==> config.mk <==
export PLATFORM = sky130hd
export DESIGN_NAME = nn_infer_sched_flat
export DESIGN_NICKNAME = d
export VERILOG_FILES = /design/src/rtl/nn_infer_sched_pkg.sv /design/src/rtl/nn_infer_sched_if.sv /design/src/rtl/nn_infer_sched.sv /design/src/flat_wrapper.sv
export SDC_FILE = /design/constraint.sdc
export NUM_CORES = 1
export LEC_CHECK = 0
export BUFFER_PORTS_ARGS = -buffer_cell sky130_fd_sc_hd__buf_4
export CAP_MARGIN = 10
export CORE_MARGIN = 5
export CORE_UTILIZATION = 52
export CTS_CLUSTER_SIZE = 14
export DETAILED_ROUTE_END_ITERATION = 10
export PLACE_DENSITY = 0.9
export SYNTH_ARGS = -nofsm -noshare
export SYNTH_HDL_FRONTEND = slang
export SYNTH_SLANG_ARGS = --single-unit
==> constraint.sdc <==
create_clock -name s_axi_aclk -period 2.6 [get_ports s_axi_aclk]
set_clock_uncertainty 0.15 [all_clocks]
set_input_delay 0.52 -clock s_axi_aclk [delete_from_list [all_inputs] [get_ports s_axi_aclk]]
set_output_delay 0.52 -clock s_axi_aclk [all_outputs]
set_load 0.02 [all_outputs]
==> src/rtl/nn_infer_sched_pkg.sv <==
// Shared types and default constants for the inference scheduler.
package nn_infer_sched_pkg;

  typedef enum logic [1:0] {
    IDLE   = 2'd0,
    STREAM = 2'd1,
    WAIT   = 2'd2
  } state_e;

  localparam int unsigned DEF_DATA_WIDTH     = 16;
  localparam int unsigned DEF_NUM_INPUTS     = 784;
  localparam int unsigned DEF_TIMEOUT_CYCLES = 65535;

endpackage

==> src/rtl/nn_infer_sched_if.sv <==
// Stream, network-result and status signals of the inference scheduler.
interface nn_infer_sched_if #(
  parameter int unsigned DATA_WIDTH = 16
);
  logic [DATA_WIDTH-1:0] in_data;
  logic                  in_valid;
  logic                  in_ready;
  logic [DATA_WIDTH-1:0] l1_data;
  logic                  l1_valid;
  logic                  net_valid;
  logic [31:0]           net_class;
  logic [31:0]           result;
  logic                  done;
  logic                  busy;
  logic                  err_clr;
  logic                  timeout_err;
  logic [15:0]           infer_count;

  modport slave (
    input  in_data, in_valid, net_valid, net_class, err_clr,
    output in_ready, l1_data, l1_valid, result, done, busy, timeout_err, infer_count
  );

  modport master (
    output in_data, in_valid, net_valid, net_class, err_clr,
    input  in_ready, l1_data, l1_valid, result, done, busy, timeout_err, infer_count
  );
endinterface

==> src/rtl/nn_infer_sched.sv <==
// Inference scheduler: streams NUM_INPUTS samples to layer 1, then waits for the classifier.
// Optional WAIT watchdog enabled by defining NN_SCHED_TIMEOUT_EN.
module nn_infer_sched
  import nn_infer_sched_pkg::*;
#(
  parameter int unsigned DATA_WIDTH     = DEF_DATA_WIDTH,
  parameter int unsigned NUM_INPUTS     = DEF_NUM_INPUTS,
  parameter int unsigned TIMEOUT_CYCLES = DEF_TIMEOUT_CYCLES
) (
  input  logic              s_axi_aclk,
  input  logic              reset,
  nn_infer_sched_if.slave   bus
);

  localparam int unsigned CW = (NUM_INPUTS > 1) ? $clog2(NUM_INPUTS) : 1;

  state_e                state_q, state_d;
  logic [CW-1:0]         cnt_q, cnt_d;
  logic [DATA_WIDTH-1:0] l1_data_q, l1_data_d;
  logic                  l1_valid_q, l1_valid_d;
  logic [31:0]           result_q, result_d;
  logic                  done_q, done_d;
  logic [15:0]           infer_q, infer_d;
  logic                  in_ready_q, in_ready_d;
  logic                  busy_q, busy_d;
  logic                  accept;

`ifdef NN_SCHED_TIMEOUT_EN
  localparam int unsigned WW = (TIMEOUT_CYCLES > 1) ? $clog2(TIMEOUT_CYCLES) : 1;
  logic [WW-1:0] wait_q, wait_d;
  logic          terr_q, terr_d;
  logic          timeout_fire;
`endif

  assign accept = bus.in_valid & in_ready_q;

  always_comb begin
    state_d    = state_q;
    cnt_d      = cnt_q;
    l1_valid_d = accept;
    l1_data_d  = accept ? bus.in_data : l1_data_q;
    result_d   = result_q;
    done_d     = 1'b0;
    infer_d    = infer_q;
`ifdef NN_SCHED_TIMEOUT_EN
    wait_d       = '0;
    timeout_fire = 1'b0;
`endif
    unique case (state_q)
      IDLE: begin
        if (accept) begin
          if (NUM_INPUTS == 1) begin
            state_d = WAIT;
            cnt_d   = '0;
          end else begin
            state_d = STREAM;
            cnt_d   = CW'(1);
          end
        end
      end
      STREAM: begin
        if (accept) begin
          if (cnt_q == CW'(NUM_INPUTS - 1)) begin
            state_d = WAIT;
            cnt_d   = '0;
          end else begin
            cnt_d = cnt_q + CW'(1);
          end
        end
      end
      WAIT: begin
        // Completion takes priority over a watchdog expiry in the same cycle.
        if (bus.net_valid) begin
          result_d = bus.net_class;
          done_d   = 1'b1;
          infer_d  = infer_q + 16'd1;
          state_d  = IDLE;
        end
`ifdef NN_SCHED_TIMEOUT_EN
        else if (wait_q == WW'(TIMEOUT_CYCLES - 1)) begin
          timeout_fire = 1'b1;
          state_d      = IDLE;
        end else begin
          wait_d = wait_q + WW'(1);
        end
`endif
      end
      default: state_d = IDLE;
    endcase
`ifdef NN_SCHED_TIMEOUT_EN
    if (timeout_fire)     terr_d = 1'b1;
    else if (bus.err_clr) terr_d = 1'b0;
    else                  terr_d = terr_q;
`endif
    in_ready_d = (state_d != WAIT);
    busy_d     = (state_d != IDLE);
  end

  always_ff @(posedge s_axi_aclk) begin
    if (reset) begin
      state_q    <= IDLE;
      cnt_q      <= '0;
      l1_data_q  <= '0;
      l1_valid_q <= 1'b0;
      result_q   <= '0;
      done_q     <= 1'b0;
      infer_q    <= '0;
      in_ready_q <= 1'b1;
      busy_q     <= 1'b0;
`ifdef NN_SCHED_TIMEOUT_EN
      wait_q     <= '0;
      terr_q     <= 1'b0;
`endif
    end else begin
      state_q    <= state_d;
      cnt_q      <= cnt_d;
      l1_data_q  <= l1_data_d;
      l1_valid_q <= l1_valid_d;
      result_q   <= result_d;
      done_q     <= done_d;
      infer_q    <= infer_d;
      in_ready_q <= in_ready_d;
      busy_q     <= busy_d;
`ifdef NN_SCHED_TIMEOUT_EN
      wait_q     <= wait_d;
      terr_q     <= terr_d;
`endif
    end
  end

  assign bus.in_ready    = in_ready_q;
  assign bus.l1_data     = l1_data_q;
  assign bus.l1_valid    = l1_valid_q;
  assign bus.result      = result_q;
  assign bus.done        = done_q;
  assign bus.busy        = busy_q;
  assign bus.infer_count = infer_q;

`ifdef NN_SCHED_TIMEOUT_EN
  assign bus.timeout_err = terr_q;
`else
  logic unused_err_clr;
  assign unused_err_clr  = bus.err_clr;
  assign bus.timeout_err = 1'b0;
`endif

endmodule

==> src/flat_wrapper.sv <==
// flat-port wrapper written by rule: the top's interface ports become plain ports
module nn_infer_sched_flat import nn_infer_sched_pkg::*;
#(
  parameter int unsigned DATA_WIDTH     = DEF_DATA_WIDTH,
  parameter int unsigned NUM_INPUTS     = DEF_NUM_INPUTS,
  parameter int unsigned TIMEOUT_CYCLES = DEF_TIMEOUT_CYCLES
)
  (s_axi_aclk, reset, bus_in_data, bus_in_valid, bus_net_valid, bus_net_class, bus_err_clr, bus_in_ready, bus_l1_data, bus_l1_valid, bus_result, bus_done, bus_busy, bus_timeout_err, bus_infer_count);
  nn_infer_sched_if #(.DATA_WIDTH(DATA_WIDTH)) bus_i ();
  input  logic s_axi_aclk;
  input  logic reset;
  input wire logic [$bits(bus_i.in_data)-1:0] bus_in_data;
  input wire logic [$bits(bus_i.in_valid)-1:0] bus_in_valid;
  input wire logic [$bits(bus_i.net_valid)-1:0] bus_net_valid;
  input wire logic [$bits(bus_i.net_class)-1:0] bus_net_class;
  input wire logic [$bits(bus_i.err_clr)-1:0] bus_err_clr;
  output wire logic [$bits(bus_i.in_ready)-1:0] bus_in_ready;
  output wire logic [$bits(bus_i.l1_data)-1:0] bus_l1_data;
  output wire logic [$bits(bus_i.l1_valid)-1:0] bus_l1_valid;
  output wire logic [$bits(bus_i.result)-1:0] bus_result;
  output wire logic [$bits(bus_i.done)-1:0] bus_done;
  output wire logic [$bits(bus_i.busy)-1:0] bus_busy;
  output wire logic [$bits(bus_i.timeout_err)-1:0] bus_timeout_err;
  output wire logic [$bits(bus_i.infer_count)-1:0] bus_infer_count;
  assign bus_i.in_data = bus_in_data;
  assign bus_i.in_valid = bus_in_valid;
  assign bus_i.net_valid = bus_net_valid;
  assign bus_i.net_class = bus_net_class;
  assign bus_i.err_clr = bus_err_clr;
  assign bus_in_ready = bus_i.in_ready;
  assign bus_l1_data = bus_i.l1_data;
  assign bus_l1_valid = bus_i.l1_valid;
  assign bus_result = bus_i.result;
  assign bus_done = bus_i.done;
  assign bus_busy = bus_i.busy;
  assign bus_timeout_err = bus_i.timeout_err;
  assign bus_infer_count = bus_i.infer_count;
  nn_infer_sched #(.DATA_WIDTH(DATA_WIDTH), .NUM_INPUTS(NUM_INPUTS), .TIMEOUT_CYCLES(TIMEOUT_CYCLES)) u_core (.s_axi_aclk(s_axi_aclk), .reset(reset), .bus(bus_i));
endmodule
**After elaboration in Yosys (flattened, before gate mapping)**

Index checks and enable logic that the tools add are counted.

- Bits in registers: 80
- Input bits: 53
- Logic and storage cells: 35

- Add/sub/neg operators: 2
- Equality and inequality tests: 6
- Mux-type cells: 10
- Bitwise logic cells: 2
- Reductions and logical operators: 6

Operators by type and width:

| cell | count |
|---|---|
| two-way mux 10 bit | 3 |
| one-hot mux 10 bit (2 select lines) | 1 |
| adder 16 x 1 -> 16 bit (second input constant) | 1 |
| adder 10 x 1 -> 10 bit (second input constant) | 1 |
| equality test 10 bit (second input constant) | 1 |
| two-way mux 2 bit | 4 |
| one-hot mux 2 bit (3 select lines) | 1 |
| inequality test 2 x 1 -> 1 bit (second input constant) | 2 |
| nonzero test 2 bit | 2 |
| AND reduction 3 bit | 1 |
| equality test 2 x 1 -> 1 bit (second input constant) | 1 |
| equality test 2 bit (second input constant) | 1 |
| logical NOT 2 bit | 1 |
| inequality test 2 bit (second input constant) | 1 |
| AND reduction 2 bit | 1 |
| OR reduction 2 bit | 1 |
| AND 1 bit | 1 |
| two-way mux 1 bit | 1 |
| NOT 1 bit | 1 |

**Longest topological paths before layout**

Gate-level depths: netlist of the first run.

- Word-level depth: 5
- Gate-level depth with buffers: 6
- Mapped depth without buffers: 5

**Worst setup path before layout of the first run**

OpenSTA, ideal clock, no wires.

- Path type: register -> register
- Start point: reg u_core.infer_q[0], in the netlist u_core.bus.infer_count[0]
- End point: reg u_core.infer_q[12], in the netlist u_core.bus.infer_count[12]
- Data arrival time: 1547 ps
- Data required time: 2380 ps
- Path slack: 833 ps
- Cell stages (with the launch flop): 7
- Buffers on the path: 1
- Period minus slack after synthesis: 1767 ps
- Path through: dfxtp_1 ha_1 and4b_1 buf_4 nand4_4 or3_1 a21oi_1

- Word-level cells in the longest chain between the ends: 1

Ends and longest elaborated chain:

| what | line | source |
|---|---|---|
| start: declaration | nn_infer_sched.sv:23 | `logic [15:0] infer_q, infer_d;` |
| start signal: assignment | nn_infer_sched.sv:121 | `infer_q <= infer_d;` |
| adder 16 x 1 -> 16 bit | nn_infer_sched.sv:76 | `infer_d = infer_q + 16'd1;` |

No other way between the ends.
A chain may end at the register's enable or synchronous reset.

**Final worst setup path of the first run**

- Start point: reg u_core.cnt_q[0]
- End point: reg u_core.cnt_q[2]

- Word-level cells in the longest chain between the ends: 4
- Elaborated cells on any way between the ends: 5
- Those cells by class: add/sub: 1; eq/ne: 1; mux: 3

Ends and longest elaborated chain:

| what | line | source |
|---|---|---|
| start: declaration | nn_infer_sched.sv:18 | `logic [CW-1:0] cnt_q, cnt_d;` |
| start signal: assignment | nn_infer_sched.sv:116 | `cnt_q <= cnt_d;` |
| adder 10 x 1 -> 10 bit / equality test 10 bit (equally long branches) | nn_infer_sched.sv:67, nn_infer_sched.sv:63 |  |
| two-way mux 10 bit * | nn_infer_sched.sv:63 | `if (cnt_q == CW'(NUM_INPUTS - 1)) begin` |
| two-way mux 10 bit * | nn_infer_sched.sv:62 | `if (accept) begin` |
| one-hot mux 10 bit (2 select lines) * | nn_infer_sched.sv:49 | `unique case (state_q)` |

Mark *: on every way between the ends. The rest lies on a longest branch, timed or not. The select of a mux whose other input is x is not followed.

==> results of run 1 <==
where the power goes:
| group | internal, W | switching [W] |
|---|---|---|
| combinational | 0.0000832 | 0.0000829 |
| sequential | 0.00124 | 0.0000132 |
| clock | 0.000445 | 0.000411 |
placed cells by master (no fill, tap or decap), types with 2 or more instances in the layout:
cell,count
buf_4,123
nand2_1,104
dfxtp_1,80
a21oi_1,57
nor2_1,21
clkbuf_8,13
nand4_1,9
xor2_1,9
xnor2_1,7
o21ai_0,6
nand3_1,5
and3_1,4
nor4_1,3
inv_1,3
or3_1,3
and3b_1,2
and2_1,2
nor3_1,2
nand4b_1,2
a31oi_1,2
and3_2,2
o31ai_1,2
or4_1,2
ha_1,2
cell families (layout without fill, tap and decap cells):
group           Yosys count  in the layout
fa+ha+maj                 2              2
mux                       1              1
other cells               1              1
simple gates            172            172
flops                    80             80
compound gates           71             71
xor+xnor                 16             16
buf+inv                  27            141
state kept, by name (all words and copies together), names as in the netlist:
register                cells
u_core.bus.infer_count     16
u_core.bus.in_ready         1
u_core.bus.result          32
u_core.bus.done             1
u_core.bus.busy             1
u_core.cnt_q               10
u_core.state_q              2
u_core.bus.l1_data         16
u_core.bus.l1_valid         1
metal layers:
layer / track usage, % / up-vias / wire length, um
li1: - / 1456 / -
met1: 23.65 / 1313 / 3204
met2: 34.71 / 90 / 3902
met3: 4.920 / 10 / 601
met4: 7.082 / 0 / 67
met5: 0 / - / 0
layout make-up:
cell class                      count  area (um2)
Sequential cell                    80        1602
Inverter                            3       11.26
Tap cell                           75       93.84
Multi-Input combinational cell    263        1365
Clock buffer                       13       178.9
Timing Repair Buffer              123       923.4
Fill cell                         465        1664
Clock inverter                      2       12.51
worst max-delay path, stage by stage, from the launching register on:
cell     delay [ps]
dfxtp_1         420
ha_1            190
and3_1          260
nand4_1         210
a31oi_2         410
nor2_1          100
synth_stat cells, types with 2 or more instances:
cell | instances | area [um2]
buf_4 | 3 | 22.52
nand3_1 | 5 | 25.02
nand2_1 | 104 | 390.4
buf_1 | 5 | 18.77
clkbuf_1 | 15 | 56.30
inv_1 | 3 | 11.26
a31oi_1 | 2 | 12.51
dfxtp_1 | 80 | 1602
a21oi_1 | 57 | 285.3
and2_1 | 2 | 12.51
or4_1 | 2 | 15.01
xnor2_1 | 7 | 61.31
o31ai_1 | 2 | 15.01
nand4_1 | 9 | 56.30
or3_1 | 3 | 18.77
o21ai_0 | 6 | 30.03
nand4b_1 | 2 | 17.52
and3b_1 | 2 | 17.52
nor3_1 | 2 | 10.01
nor4_1 | 3 | 18.77
nor2_1 | 21 | 78.83
xor2_1 | 9 | 78.83
and3_2 | 2 | 15.01
and3_1 | 4 | 25.02
ha_1 | 2 | 25.02
through the flow:
step           setup WS (ps)  cells
2_1_floorplan          832.5    370
3_3_place_gp           758.7    544
3_5_place_dp           725.4    544
4_1_cts                736.7    559
5_1_grt                584.8    559
6_report               733.8    559
worst paths after layout:
path         cells after the start  slack, ps                               from                                   to
max reg2reg                      5        730       u_core.cnt_q[0]$_SDFFE_PP0P_         u_core.cnt_q[2]$_SDFFE_PP0P_
min                              3        280                    bus_in_data[12]  u_core.bus.l1_data[12]$_SDFFE_PP0N_
min reg2reg                      2        300  u_core.bus.result[4]$_SDFFE_PP0P_    u_core.bus.result[4]$_SDFFE_PP0P_
max                              5        730       u_core.cnt_q[0]$_SDFFE_PP0P_         u_core.cnt_q[2]$_SDFFE_PP0P_
==> metrics, run 1 <==
final max-slew violation count 0; post-DR wirelength/cell 13.91 um; height of the die 86.97 um; Worst-Margin Slew 652.8 ps; via count 2869; quantity of hold-fixing buffers added after cts 0; Data required, critical path 2660 ps; Post-Synthesis Cell Area 3080 um2; Synth cell types 43; clock tree from TritonCTS yes; cells resized by post-CTS repair 0; unrepaired setup endpoints after global routing no; clock slew seen by the registers of the worst setup and hold paths 70 ps; clk buf depth 2; initial core utilization 52.65%; total power draw 0.002278 W; fmax 0.5359 GHz; total clock sinks 80; clock network latency to the later pin of the worst-skew pair 340 ps; Min-Delay Path Class input pin to flop; horizontal extent of the die 86.97 um; I/O pin total 122; Leakage Power 1.770 nW; buffers inserted by post-CTS timing repair 0; synthesis-to-layout area growth 35.91%; mux share of post-synthesis cell area 0.3656%; share of async-settable or async-resettable flops after synthesis 0%; mean post-synth cell area 8.326 um2; final cell utilization of the core 71.56%; first-pass GRT wire length 12070 um; slew margin rel. 56.38%; share of cells above drive strength 1 30.58%; post-synthesis cell count 370; placed cell areas 3995 um2; total nets after synthesis 425; post-detailed-route count of antenna-violating nets 0; initial antenna violation count 0; final cell area excluding filler cells 4187 um2; class of the most critical setup path flop to flop; pin count of the biggest net entering global routing 37; accumulated negative setup slack 0 ps; number of maximum-capacitance constraint violations 0; final RePlAce weighted congestion 0.8634; portion of the clock cycle consumed by the worst path in the final layout 71.78%; TritonCTS buffer count 9; count of endpoints failing hold in the final timing report 0; H-tree levels 3; critical path startpoint category flop; via count of the first global-routing pass 2696; DP HPWL 5681 um; warnings from Yosys 0; Pwr Density 544.2 nW/um2; count of buffers inserted at the top-level ports 119; FP Rows 28; core box area 5851 um2; worst vdd rail ir drop 0.3558 mV; final-stage net count 535; total gr overflow 0; total global routing track utilization 19.91%; number of synthesized flops with an enable pin 0; clock period minus final worst setup slack 1866 ps; Critical Path Sink Type flop; Top FF cell, synth dfxtp_1; dominant combinational cell family by area after synthesis simple AND/OR/NAND/NOR gates; total routed wirelength 7776 um; sequential fraction of the synthesis area 51.99%; XOR/XNOR Fraction of Synth Area 4.549%; Antenna Cells 0; cell chosen for the clock root clkbuf_8; final-layout worst hold slack 276.0 ps; simple-gate portion of the synthesized area 26.16%; Initial DRC Count 118; endpoints failing setup 0; share of the synthesized area in compound gates (AO/OA/AOI/OAI) 12.31%; Die Outline Area 7563 um2; total iterations of the first detailed-routing run 5; adder and majority gate portion of the synthesized area 0.8123%; Residual DRC 0; #FFs+latches synth 80; data arrival time at the worst-slack endpoint 1930 ps; vias per inst 5.132; result of the run completed; critical path fanouts, max 7
(Power assumes the default switching activity.)
==> inputs of run 2 (changes only) <==
--- a/config.mk
+++ b/config.mk
@@ -8,10 +8,10 @@
 export BUFFER_PORTS_ARGS = -buffer_cell sky130_fd_sc_hd__buf_4
 export CAP_MARGIN = 10
 export CORE_MARGIN = 5
-export CORE_UTILIZATION = 52
+export CORE_UTILIZATION = 48
 export CTS_CLUSTER_SIZE = 14
 export DETAILED_ROUTE_END_ITERATION = 10
-export PLACE_DENSITY = 0.9
+export PLACE_DENSITY = 0.84
 export SYNTH_ARGS = -nofsm -noshare
 export SYNTH_HDL_FRONTEND = slang
 export SYNTH_SLANG_ARGS = --single-unit
==> constraint.sdc (replaced) <==
create_clock -name s_axi_aclk -period 1.75 [get_ports s_axi_aclk]
set_clock_uncertainty 0.15 [all_clocks]
set_input_delay 0.35 -clock s_axi_aclk [delete_from_list [all_inputs] [get_ports s_axi_aclk]]
set_output_delay 0.35 -clock s_axi_aclk [all_outputs]
set_load 0.02 [all_outputs]
==> run 2 against run 1 <==
  * Hold slack got worse by 180 ps
  * Register-to-register slack got worse by 670 ps
  * Non-clock buffer count grew 15
  * Cell area is 5.0% higher
  * Power grew 67%
  * Sequential power increased by 48%
  * First-iteration DRC count up 11%
  * Die area rose by 7.4%
  * Global-route usage decreased by 0.73 points
==> metrics, run 2 (synthesized netlist as in run 1, its figures left out) <==
DP HPWL 5803 um; portion of the clock cycle consumed by the worst path in the final layout 96.15%; Antenna Cells 0; vias per inst 5.081; Die Outline Area 8120 um2; horizontal extent of the die 90.11 um; number of cells on the worst hold path 3; height of the die 90.11 um; TritonCTS buffer count 9; core box area 6314 um2; clock slew seen by the registers of the worst setup and hold paths 90 ps; sw frac 21.86%; final-stage net count 550; Worst R2R Start u_core.cnt_q[0]$_SDFFE_PP0P_; final max-slew violation count 0; fmax 0.5943 GHz; worst hold endpoint u_core.bus.result[26]$_SDFFE_PP0P_; post-DR wirelength/cell 14.00 um; most used cells in the layout excluding fill and tap cells 136 x buf_4, 104 x nand2_1, 76 x dfxtp_1, 57 x a21oi_1, 21 x nor2_1; via count of the first global-routing pass 2753; first-pass GRT wire length 13100 um; Initial DRC Count 131; endpoints failing setup 0; via count 2932; count of buffers inserted at the top-level ports 119; H-tree levels 3; worst vdd rail ir drop 0.5561 mV; result of the run completed; total of fill cells in the finished design 503; I/O pin total 122; Critical Path Sink Type flop; critical path startpoint category flop; total routed wirelength 8079 um; Met2 Routed Length 4025 um; slowest stage cell on the critical path dfxtp_1; clock period minus final worst setup slack 1683 ps; clock tree from TritonCTS yes; Data required, critical path 1830 ps; quantity of hold-fixing buffers added after cts 0; DR top layer met4; final cell area excluding filler cells 4397 um2; share of power burned in combinational logic 7.0%; data arrival time at the worst-slack endpoint 1770 ps; Residual DRC 0; worst setup slack for register-to-register paths 70 ps; Hold Crit Start bus_net_class[26]; sequential cell area 1607 um2; share of cells above drive strength 1 34.60%; Min-Delay Path Class input pin to flop; relative contribution of sequential cells to total power 48.8%; FP Rows 29; Met1 Wirelength 3360 um; Leakage Power 1.890 nW; placed cell areas 4126 um2; class of the most critical setup path flop to flop; critical path fanouts, max 5; clk buf depth 2; Largest register FFs 32; leading cell type in the layout, fill and taps excluded buf_4; pin count of the biggest net entering global routing 37; total clock sinks 80; number of buffers and inverters on the critical path 0; cell chosen for the clock root clkbuf_8; total global routing track utilization 19.18%; number of maximum-capacitance constraint violations 0; post-detailed-route count of antenna-violating nets 0; Top Family by Delay on Critical Path simple AND/OR/NAND/NOR gates; worst reg2reg path depth 5; internal power of the cells 0.002976 W; Pwr Density 866.2 nW/um2; count of endpoints failing hold in the final timing report 0; detailed route wirelength on metal3 587 um; synthesis-to-layout area growth 42.73%; switching power total 0.0008324 W; total iterations of the first detailed-routing run 4; final RePlAce weighted congestion 0.7982; total gr overflow 0; clock network latency to the later pin of the worst-skew pair 350 ps; longest individual stage delay on the worst path 350 ps; area occupied by multi-input gates 1378 um2; initial antenna violation count 0; cells along the critical path ha_1 -> and3_2 -> and4_4 -> a31oi_1 -> or2_2; final cell utilization of the core 69.64%; power share of the clock group 44.2%; terminus of the critical flop-to-flop path u_core.bus.in_ready$_SDFF_PP1_; initial core utilization 48.79%
[run 2: cell count changes in the layout (fill, tap and decap cells not counted), moves of 3 or more]
cell and delta:
clkbuf_8 -3, dfxtp_2 +4, bufinv_16 +3, dfxtp_1 -4, buf_4 +13
[run 2: per-stage QoR]
stage / setup slack [ps] / hold slack [ps] / setup TNS [ps] / total power [W] / cells
2_1_floorplan: 4.451 / 329.9 / 0 / 0.002011 / 370
3_3_place_gp: 64.84 / 292.8 / 0 / 0.002161 / 561
3_5_place_dp: 51.72 / 296.6 / 0 / 0.002167 / 561
4_1_cts: 15.73 / 82.96 / 0 / 0.003831 / 577
5_1_grt: -6.997 / 88.41 / -6.997 / 0.003943 / 577
6_report: 67.46 / 91.07 / 0 / 0.003808 / 577
[run 2: power by group through the flow]
stage | registers [W] | logic [W] | clock network, W
6_report | 0.00186 | 0.000265 | 0.00168
5_1_grt | 0.00186 | 0.000287 | 0.00179
4_1_cts | 0.00186 | 0.000265 | 0.00171
3_5_place_dp | 0.00190 | 0.000264 | 0
3_3_place_gp | 0.00190 | 0.000260 | 0
2_1_floorplan | 0.00193 | 0.0000812 | 0
[run 2: final cells by class]
cell class	count	share of cell area (%)
flip-flops and latches	80	36.54
clock buffers	10	3.130
multi-input cells	263	31.33
clock inverters	6	2.618
repair buffers	138	23.93
well taps	77	2.191
inverters	3	0.2561
[run 2: worst max-delay path by stage]
stage                                                start  cells past startpoint  slack [ps]                                      end
CTS                 u_core.bus.infer_count[0]$_SDFFE_PP0P_                      5          20  u_core.bus.infer_count[12]$_SDFFE_PP0P_
floorplan           u_core.bus.infer_count[4]$_SDFFE_PP0P_                      4           4  u_core.bus.infer_count[15]$_SDFFE_PP0P_
detailed placement                            bus_in_valid                      4          50             u_core.state_q[0]$_SDFF_PP0_
finish                        u_core.cnt_q[0]$_SDFFE_PP0P_                      5          70           u_core.bus.in_ready$_SDFF_PP1_
global route                  u_core.cnt_q[0]$_SDFFE_PP0P_                      5          -7           u_core.bus.in_ready$_SDFF_PP1_
global placement              u_core.state_q[1]$_SDFF_PP0_                      5          60   u_core.bus.infer_count[5]$_SDFFE_PP0P_
[run 2: worst register-to-register path, cell delays in order (launching register included)]
cell and delay, ps:
dfxtp_1 350, ha_1 210, and3_2 250, and4_4 240, a31oi_1 90, or2_2 280
[run 2: repair_timing]
action                                  CTS  global route
endpoints found under the setup margin    0            13
buffers inserted                          0             0
resized for setup                         0             7
[run 2: layer usage]
metal,up-vias,GRT usage (%)
met2,90,32.13
met4,0,7.320
met3,10,5.843
met1,1345,23.00
met5,-,0
li1,1487,-
